$ cat config.mk
export PLATFORM = sky130hd
export DESIGN_NAME = fifo_rd_sched_flat
export DESIGN_NICKNAME = d
export VERILOG_FILES = /design/src/rtl/fifo_rd_sched_if.sv /design/src/rtl/fifo_rd_sched.sv /design/src/flat_wrapper.sv
export SDC_FILE = /design/constraint.sdc
export NUM_CORES = 1
export LEC_CHECK = 0
export CAP_MARGIN = 10
export CORE_UTILIZATION = 40
export DETAILED_ROUTE_END_ITERATION = 12
export DONT_BUFFER_PORTS = 1
export PLACE_DENSITY_LB_ADDON = 0.2
export SLEW_MARGIN = 20
export SYNTH_ARGS = -nofsm -noshare
export SYNTH_HDL_FRONTEND = slang
export SYNTH_SLANG_ARGS = --single-unit
$ cat constraint.sdc
create_clock -name clk_i -period 5.8 [get_ports clk_i]
set_input_delay 0.58 -clock clk_i [delete_from_list [all_inputs] [get_ports clk_i]]
set_output_delay 0.58 -clock clk_i [all_outputs]
set_load 0.05 [all_outputs]
$ cat src/rtl/fifo_rd_sched_if.sv
// Signal bundle between the read scheduler, the FIFO read port and the downstream stream.
interface fifo_rd_sched_if #(
  parameter int DATA_WIDTH = 36
);
  logic                  fifo_rd_en_o;
  logic [DATA_WIDTH-1:0] fifo_rd_data_i;
  logic                  fifo_empty_i;
  logic [DATA_WIDTH-1:0] m_data_o;
  logic                  m_valid_o;
  logic                  m_ready_i;

  modport master (
    output fifo_rd_en_o, m_data_o, m_valid_o,
    input  fifo_rd_data_i, fifo_empty_i, m_ready_i
  );

  modport slave (
    input  fifo_rd_en_o, m_data_o, m_valid_o,
    output fifo_rd_data_i, fifo_empty_i, m_ready_i
  );
endinterface

$ cat src/rtl/fifo_rd_sched.sv
// Credit-based read scheduler: turns a fixed-latency FIFO read port into a valid/ready stream
// with burst/continuous sequencing and a small skid buffer absorbing the read latency.
module fifo_rd_sched #(
  parameter int    DATA_WIDTH = 36,
  parameter string REGMODE    = "reg",
  parameter int    SKID_DEPTH = 4,
  parameter int    CNT_WIDTH  = 16
) (
  input  logic                 clk_i,
  input  logic                 rst_i,
  input  logic                 start_i,
  input  logic                 stop_i,
  input  logic [CNT_WIDTH-1:0] burst_len_i,
  output logic                 busy_o,
  output logic                 done_o,
  output logic [CNT_WIDTH-1:0] rd_count_o,
  fifo_rd_sched_if.master      bus
);
  localparam int          LAT     = (REGMODE == "noreg") ? 1 : 2;
  localparam int          PTR_W   = $clog2(SKID_DEPTH);
  localparam int          OCC_W   = $clog2(SKID_DEPTH + 1);
  localparam int          FLT_W   = $clog2(LAT + 1);
  localparam logic [31:0] DEPTH_U = SKID_DEPTH;

  typedef enum logic [1:0] {S_IDLE, S_RUN, S_DRAIN, S_DONE} state_t;

  state_t                 state_q, state_d;
  logic [CNT_WIDTH-1:0]   len_q, len_d;
  logic [CNT_WIDTH-1:0]   issued_q, issued_d;
  logic [CNT_WIDTH-1:0]   rd_count_q, rd_count_d;
  logic [LAT-1:0]         vld_q;
  logic [FLT_W-1:0]       inflight;
  logic [DATA_WIDTH-1:0]  mem_q [SKID_DEPTH];
  logic [PTR_W-1:0]       wr_ptr_q, rd_ptr_q;
  logic [OCC_W-1:0]       occ_q;
  logic                   rd_en, push, pop, credit_ok, len_ok;

  always_comb begin
    inflight = '0;
    for (int i = 0; i < LAT; i++) begin
      inflight = inflight + FLT_W'(vld_q[i]);
    end
  end

  // Credit uses occupancy before this cycle's pop so rd_en never depends on m_ready_i.
  assign credit_ok = (32'(inflight) + 32'(occ_q)) < DEPTH_U;
  assign len_ok    = (len_q == '0) || (issued_q < len_q);
  assign rd_en     = (state_q == S_RUN) && !bus.fifo_empty_i && credit_ok && len_ok;
  assign push      = vld_q[LAT-1];
  assign pop       = bus.m_valid_o && bus.m_ready_i;

  always_comb begin
    state_d    = state_q;
    len_d      = len_q;
    issued_d   = issued_q;
    rd_count_d = rd_count_q + CNT_WIDTH'(pop);
    unique case (state_q)
      S_IDLE: begin
        if (start_i) begin
          state_d    = S_RUN;
          len_d      = burst_len_i;
          issued_d   = '0;
          rd_count_d = '0;
        end
      end
      S_RUN: begin
        issued_d = issued_q + CNT_WIDTH'(rd_en);
        if (stop_i || ((len_q != '0) && (issued_d == len_q))) begin
          state_d = S_DRAIN;
        end
      end
      S_DRAIN: begin
        if ((inflight == '0) && (occ_q == '0)) begin
          state_d = S_DONE;
        end
      end
      S_DONE:  state_d = S_IDLE;
      default: state_d = S_IDLE;
    endcase
  end

  always_ff @(posedge clk_i or posedge rst_i) begin
    if (rst_i) begin
      state_q    <= S_IDLE;
      len_q      <= '0;
      issued_q   <= '0;
      rd_count_q <= '0;
      vld_q      <= '0;
    end else begin
      state_q    <= state_d;
      len_q      <= len_d;
      issued_q   <= issued_d;
      rd_count_q <= rd_count_d;
      vld_q[0]   <= rd_en;
      for (int i = 1; i < LAT; i++) begin
        vld_q[i] <= vld_q[i-1];
      end
    end
  end

  // Skid buffer is a circular queue; depth need not be a power of two.
  always_ff @(posedge clk_i or posedge rst_i) begin
    if (rst_i) begin
      wr_ptr_q <= '0;
      rd_ptr_q <= '0;
      occ_q    <= '0;
      for (int i = 0; i < SKID_DEPTH; i++) begin
        mem_q[i] <= '0;
      end
    end else begin
      if (push) begin
        mem_q[wr_ptr_q] <= bus.fifo_rd_data_i;
        wr_ptr_q        <= (wr_ptr_q == PTR_W'(SKID_DEPTH - 1)) ? '0 : wr_ptr_q + 1'b1;
      end
      if (pop) begin
        rd_ptr_q <= (rd_ptr_q == PTR_W'(SKID_DEPTH - 1)) ? '0 : rd_ptr_q + 1'b1;
      end
      occ_q <= occ_q + OCC_W'(push) - OCC_W'(pop);
    end
  end

`ifndef SYNTHESIS
  assert property (@(posedge clk_i) disable iff (rst_i) !(push && (occ_q == OCC_W'(SKID_DEPTH))))
    else $error("fifo_rd_sched: skid push while full");
`endif

  assign bus.fifo_rd_en_o = rd_en;
  assign bus.m_valid_o    = (occ_q != '0);
  assign bus.m_data_o     = mem_q[rd_ptr_q];
  assign busy_o           = (state_q != S_IDLE);
  assign done_o           = (state_q == S_DONE);
  assign rd_count_o       = rd_count_q;
endmodule
$ cat src/flat_wrapper.sv
// flat-port wrapper written by rule: the top's interface ports become plain ports
module fifo_rd_sched_flat 
#(
  parameter int    DATA_WIDTH = 36,
  parameter string REGMODE    = "   ",
  parameter int    SKID_DEPTH = 4,
  parameter int    CNT_WIDTH  = 16
)
  (clk_i, rst_i, start_i, stop_i, burst_len_i, busy_o, done_o, rd_count_o, bus_fifo_rd_en_o, bus_m_data_o, bus_m_valid_o, bus_fifo_rd_data_i, bus_fifo_empty_i, bus_m_ready_i);
  fifo_rd_sched_if #(.DATA_WIDTH(DATA_WIDTH)) bus_i ();
  input  logic clk_i;
  input  logic rst_i;
  input  logic start_i;
  input  logic stop_i;
  input  logic [CNT_WIDTH-1:0] burst_len_i;
  output logic busy_o;
  output logic done_o;
  output logic [CNT_WIDTH-1:0] rd_count_o;
  output wire logic [$bits(bus_i.fifo_rd_en_o)-1:0] bus_fifo_rd_en_o;
  output wire logic [$bits(bus_i.m_data_o)-1:0] bus_m_data_o;
  output wire logic [$bits(bus_i.m_valid_o)-1:0] bus_m_valid_o;
  input wire logic [$bits(bus_i.fifo_rd_data_i)-1:0] bus_fifo_rd_data_i;
  input wire logic [$bits(bus_i.fifo_empty_i)-1:0] bus_fifo_empty_i;
  input wire logic [$bits(bus_i.m_ready_i)-1:0] bus_m_ready_i;
  assign bus_fifo_rd_en_o = bus_i.fifo_rd_en_o;
  assign bus_m_data_o = bus_i.m_data_o;
  assign bus_m_valid_o = bus_i.m_valid_o;
  assign bus_i.fifo_rd_data_i = bus_fifo_rd_data_i;
  assign bus_i.fifo_empty_i = bus_fifo_empty_i;
  assign bus_i.m_ready_i = bus_m_ready_i;
  fifo_rd_sched #(.DATA_WIDTH(DATA_WIDTH), .REGMODE(REGMODE), .SKID_DEPTH(SKID_DEPTH), .CNT_WIDTH(CNT_WIDTH)) u_core (.clk_i(clk_i), .rst_i(rst_i), .start_i(start_i), .stop_i(stop_i), .burst_len_i(burst_len_i), .busy_o(busy_o), .done_o(done_o), .rd_count_o(rd_count_o), .bus(bus_i));
endmodule
# Word-level counts from Yosys, hierarchy flattened
# Cells that the tools add are included.
[totals] output_inout_bits=56 inputBits=58 register_bits=203 elab_cells=73
[classes] bitwise=2 order_cmp=5 n_reduce_logical=21 addsub=8 mux=16 n_eq_ne=9
[ops] op="144-bit bitwise mux" n=1
[ops] op="36-bit 2-to-1 mux" n=3
[ops] op="36-bit binary-select mux with 2-bit select" n=1
[ops] op="36-bit demux with 2-bit select" n=1
[ops] op="16-bit 2-to-1 mux" n=3
[ops] op="16-bit by 1-bit adder with 16-bit output" n=2
[ops] op="32-bit by 3-bit < comparator with 1-bit output, second input constant" n=1
[ops] op="16-bit case mux with 2 select lines" n=1
[ops] op="16-bit equality test" n=1
[ops] op="16-bit logical NOT" n=1
[ops] op="16-bit < comparator" n=1
[ops] op="16-bit nonzero test" n=1
[ops] op="2-bit 2-to-1 mux" n=5
[ops] op="2-bit equality test, second input constant" n=4
[ops] op="2-bit case mux with 4 select lines" n=1
[ops] op="1-bit logical AND" n=7
[ops] op="3-bit greater-or-equal comparator, second input constant" n=2
[ops] op="2-bit NOT with 3-bit output" n=2
[ops] op="2-bit by 1-bit adder with 2-bit output, second input constant" n=2
[ops] op="2-bit by 3-bit adder with 4-bit output" n=1
[ops] op="2-bit logical NOT" n=2
[ops] op="2-bit inequality test, second input constant" n=2
[ops] op="2-bit AND reduction" n=2
[ops] op="2-bit nonzero test" n=2
[ops] op="other kinds (11)" n=12

# Logic depth before layout (Yosys ltp)
[logic_depth] ltp_word=11 depth_mapped=16 depth_no_buf=16

# Worst setup path after synthesis
# OpenSTA, ideal clock, no wires.
[synth_path] path_type="reg-to-reg" start="reg u_core.vld_q[0]" end="reg u_core.state_q[1]" slack_ps=1253 setup_ps=125 n_path_buf=0 path_stages_with_launch=15 required_ps=5675 synth_period_minus_slack_ps=4547 arrival_time_ps=4423 cell_sequence="dfrtp_1 > ha_1 > ha_1 > or4b_2 > a31oi_1 > o21ai_0 > a21oi_1 > ha_1 > nand3_4 > nor2_2 > mux2i_1 > nand2_1 > a2111oi_4 > a41oi_2 > mux2_4"
[synth_via] elab_chain_cells=11 word_cells_on_any_way=14 classes_between="add/sub (3); order compare (1); eq/ne (3); reduce/logical (7)"
[synth_rtl] item="start: declaration" line_no="fifo_rd_sched.sv:31" text="logic [LAT-1:0] vld_q;"
[synth_rtl] item="start signal: assignment" line_no="fifo_rd_sched.sv:94" text="vld_q[0] <= rd_en;"
[synth_rtl] item="start signal: indexed assignment" line_no="fifo_rd_sched.sv:96" text="vld_q[i] <= vld_q[i-1];"
[synth_rtl] item="1-bit by 1-bit adder with 2-bit output" line_no="fifo_rd_sched.sv:41" text="inflight = inflight + FLT_W'(vld_q[i]);"
[synth_rtl] item="2-bit by 3-bit adder with 4-bit output" line_no="fifo_rd_sched.sv:46" text="assign credit_ok = (32'(inflight) + 32'(occ_q)) < DEPTH_U;"
[synth_rtl] item="32-bit by 3-bit < comparator with 1-bit output" line_no="fifo_rd_sched.sv:46"
[synth_rtl] item="1-bit logical AND (2 in series)" line_no="fifo_rd_sched.sv:48" text="assign rd_en = (state_q == S_RUN) && !bus.fifo_empty_i && credit_ok && len_ok;"
[synth_rtl] item="net bus_fifo_rd_en_o" line_no="flat_wrapper.sv:19" text="output wire logic [$bits(bus_i.fifo_rd_en_o)-1:0] bus_fifo_rd_en_o;"
[synth_rtl] item="16-bit by 1-bit adder with 16-bit output" line_no="fifo_rd_sched.sv:67" text="issued_d = issued_q + CNT_WIDTH'(rd_en);"
[synth_rtl] item="16-bit equality test" line_no="fifo_rd_sched.sv:68" text="if (stop_i || ((len_q != '0) && (issued_d == len_q))) begin"
[synth_rtl] item="1-bit logical AND" line_no="fifo_rd_sched.sv:68"
[synth_rtl] item="1-bit logical OR" line_no="fifo_rd_sched.sv:68"
[synth_rtl] item="2-bit inequality test (no source line)"
[synth_rtl] item="3-bit AND reduction (no source line)"
[synth_rtl] item="end signal: assignment" line_no="fifo_rd_sched.sv:90" text="state_q <= state_d;"
[synth_rtl] item="end: declaration" line_no="fifo_rd_sched.sv:27" text="state_t state_q, state_d;"
# The timed path passes the listed nets, and every way through them passes these cells.
# A chain may end at the register's enable or synchronous reset.

# Worst setup path in the final report
[layout_path] start="reg u_core.vld_q[1]" end="reg u_core.state_q[1]"
[layout_via] elab_chain_cells=11 word_cells_on_any_way=14 classes_between="add/sub (3); order compare (1); eq/ne (3); reduce/logical (7)"
[layout_rtl] item="1-bit by 1-bit adder with 2-bit output (*)" line_no="fifo_rd_sched.sv:41"
[layout_rtl] item="2-bit by 3-bit adder with 4-bit output" line_no="fifo_rd_sched.sv:46"
[layout_rtl] item="32-bit by 3-bit < comparator with 1-bit output" line_no="fifo_rd_sched.sv:46"
[layout_rtl] item="1-bit logical AND (2 in series)" line_no="fifo_rd_sched.sv:48"
[layout_rtl] item="16-bit by 1-bit adder with 16-bit output" line_no="fifo_rd_sched.sv:67"
[layout_rtl] item="16-bit equality test" line_no="fifo_rd_sched.sv:68"
[layout_rtl] item="1-bit logical AND" line_no="fifo_rd_sched.sv:68"
[layout_rtl] item="1-bit logical OR" line_no="fifo_rd_sched.sv:68"
[layout_rtl] item="2-bit inequality test (no source line)"
[layout_rtl] item="3-bit AND reduction (no source line) (*)"
# Every way passes the cells marked *; elsewhere a longest branch is shown, timed or not.

==> results.ini <==
[timing]
max_freq_mhz = 228.3
period_share_pct = 75.51
hold_slack_ns = 0.02127
relSlewSlack_pct = 28.79
tightest_slew_ns = 1.068
tns_ns = 0
fin_skew_ns = 0.02182
hold_viol = 0
finalSetupViolCount = 0
finalCriticalPeriod_ns = 4.380
slew_viol_final = 0
rsz0062_at_grt = false

[clocking]
cts_setup_buffers = 0
cts_buffers = 24
post_cts_resized = 0
cts_tree = built
cts_htree_levels = 1
path_clk_slew_ns = 0.06
cts_hold_buf = 0
clock_latency_ns = 0.52
cts-root-buf = clkbuf_16
clockBufferDepth = 3
cts_sinks = 203

[pwr]
combPwrFrac_pct = 40.6
switching_share_pct = 40.24
switchingPower_mw = 2.844
seqPwrFrac_pct = 35.5
p_int_mw = 4.224
p_per_area_mw_per_mm2 = 635.2
power_frac_clock_pct = 23.9
ir_drop_mv = 0.2430
p_leak_nw = 4.785

[placed_design]
gp_congestion = 0.8471
hpwl_um = 13600
portBuffers = 0
placed_cell_area_sq_mm = 0.01018

[worst_hold_path]
min_path_type = in -> async

[routing]
drc = 0
viasPerCell = 5.504
drt.antenna.violating_nets = 0
via_count = 6005
post_drt_wl_per_cell_um = 19.62
drt_wl_total_um = 21410
drtIter0Drc = 337
drt-pass1-iter-count = 4

[synth]
post_synth_num_cell_types = 51
synth-xor-area-share_pct = 3.200
synthCells = 755
synth-edff-count = 0
synth_flop_cell = dfrtp_1
synth-seq-cells = 203
yosys.area.top_type = dfrtp_1
yosysWarnings = 0
syn_avg_cell_area_sq_um = 13.05
synth_area_sq_mm = 0.009852
synthAdderAreaFrac_pct = 4.394
synth_top_family_by_area = multiplexers
synth_area_leaders = dfrtp_1, mux2_2, mux4_2
synth-compound-area-share_pct = 5.842
ys_seq_area_share_pct = 51.56
synth_top_area_share_pct = 51.56
muxShareOfSynthArea_pct = 25.26
synth-simple-area-share_pct = 7.061
synth_nets = 847
async_flop_share_pct = 100.0

[global_route]
grt_pass1_vias = 6459
grt_max_degree = 204
gr-total-overflow = 0
grtUsageTotal_pct = 17.20
grt_pass1_wl_um = 34850
antenna_found_initial = 1

[critical_path]
end_kind = register
crit_slowest_cell = or4b_2
cp-startpoint = u_core.vld_q[1]$_DFF_PP0_
cp_data_arrival_time_ns = 4.77
r2r_end = u_core.state_q[1]$_DFFE_PP0P_
critical_path_class = reg -> reg
crit_top_cell = ha_1
critPathLaunchType = register
critPathMaxStageDelay_ns = 0.66
crit_fanout = 9
reg2regPathDepth = 14
regToRegSetupSlack_ns = 1.42
path_cells = ha_1, ha_1, or4b_2, a31oi_1, o21ai_0, a21oi_1, ha_1, nand3_4, nor2_2, mux2i_1, nand2_1, a2111oi_4, a41oi_2, mux2_4
critPathRequiredTime_ns = 6.19
rr_startpoint = u_core.vld_q[1]$_DFF_PP0_

[flow_run]
cap_viol_max_count = 0

[floorplan]
core_area_sq_mm = 0.02425
die_area_sq_mm = 0.02526
row_count = 57
fp.dieH_um = 158.9
pin_count = 114
initial_utilization_pct = 40.63
fp.dieW_um = 158.9

[finish]
syn2layout_area_growth_pct = 12.94
fillers = 2192
layout_commonest_cell = dfrtp_1
diodes = 0
drive_gt1_share_pct = 32.46
final_area_sq_mm = 0.01113
final_cell_mix = dfrtp_1, mux2_2, nand2_1
final_nets = 842

[outcome]
status = complete, no violations

## registers in the layout, summed over array words and instances (netlist names)
signal and cells:
u_core.issued_q 16, u_core.state_q 2, u_core.len_q 16, u_core.rd_count_o 16
u_core.rd_ptr_q 2, u_core.mem_q 144, u_core.occ_q 3, u_core.wr_ptr_q 2
u_core.vld_q 2
## area by class of cell
cell class	instances	area [sq um]	area share, %
timing repair buffer	6	77.57	0.6972
multi-input combinational	484	4539	40.80
inverter	31	120.1	1.080
clock inverter	16	270.3	2.429
tap	324	405.4	3.643
sequential	203	5082	45.68
clock buffer	27	631.9	5.679
## stage by stage
step / cells / util [%] / total power, mW / worst slack (ns)
final: 1091 / 45.89 / 7.068 / 1.420
after global routing: 1091 / 45.89 / 7.455 / 1.195
after CTS: 1090 / 45.71 / 7.154 / 1.498
after detailed placement: 1047 / 41.99 / 5.430 / 1.541
after global placement: 1047 / 41.98 / 5.284 / 1.679
after floorplan: 755 / - / 4.913 / 1.253
## synth_stat cells (2+ instances only)
cell type / instances
o211ai_1: 2
nand2_1: 49
o311a_1: 2
buf_2: 4
a21o_1: 9
xor2_1: 17
ha_1: 33
a21boi_0: 2
nor4_1: 5
a21oi_1: 12
o21ai_0: 44
nand4_1: 10
dfrtp_1: 203
o31ai_1: 3
nand3_4: 2
or3_1: 2
buf_1: 4
mux2_2: 145
and2_1: 3
xnor2_1: 19
a31oi_1: 5
mux4_2: 36
nor3_1: 8
mux2i_1: 3
nor2_1: 32
clkbuf_1: 28
inv_1: 31
and4_1: 3
nand3_1: 13
and3_1: 5
## how the worst max path moves through the flow
stage                     slack (ns)  cells past startpoint                            end
after floorplan                 1.25                     14  u_core.state_q[1]$_DFFE_PP0P_
after global placement          1.68                     14  u_core.state_q[1]$_DFFE_PP0P_
after detailed placement        1.54                     14  u_core.state_q[1]$_DFFE_PP0P_
after CTS                       1.50                     14  u_core.state_q[1]$_DFFE_PP0P_
after global routing            1.19                     14  u_core.state_q[1]$_DFFE_PP0P_
final                           1.42                     14  u_core.state_q[1]$_DFFE_PP0P_
## routing by layer
layer,GRT usage (%),vias to the layer above,routed length (um)
li1,-,2730,-
met5,0,-,17
met2,28.97,146,10450
met3,4.506,29,1334
met1,22.10,3098,9231
met4,4.283,2,374
## cell families after synthesis
logic type	after synthesis
AO/OA/AOI/OAI	90
XOR/XNOR	36
AND/OR/NAND/NOR	139
buffers and inverters	68
multiplexers	185
flip-flops	203
adder cells (fa/ha/maj)	34
## worst max-delay path: cells and delay by family (launching register included)
family,cells,cell delay [ns]
AOI/OAI and AO/OA,5,1.04
muxes,2,0.58
DFF,1,0.54
and+or+nand+nor,4,1.31
adders and majority gates,3,0.79
## power by group through the flow
stage | clock network (mW) | registers, mW | logic, mW
3_5_place_dp | 0 | 2.53 | 2.90
3_3_place_gp | 0 | 2.46 | 2.82
5_1_grt | 1.81 | 2.59 | 3.06
2_1_floorplan | 0 | 2.33 | 2.58
4_1_cts | 1.74 | 2.51 | 2.90
6_report | 1.69 | 2.51 | 2.87
(Power assumes the default switching activity.)
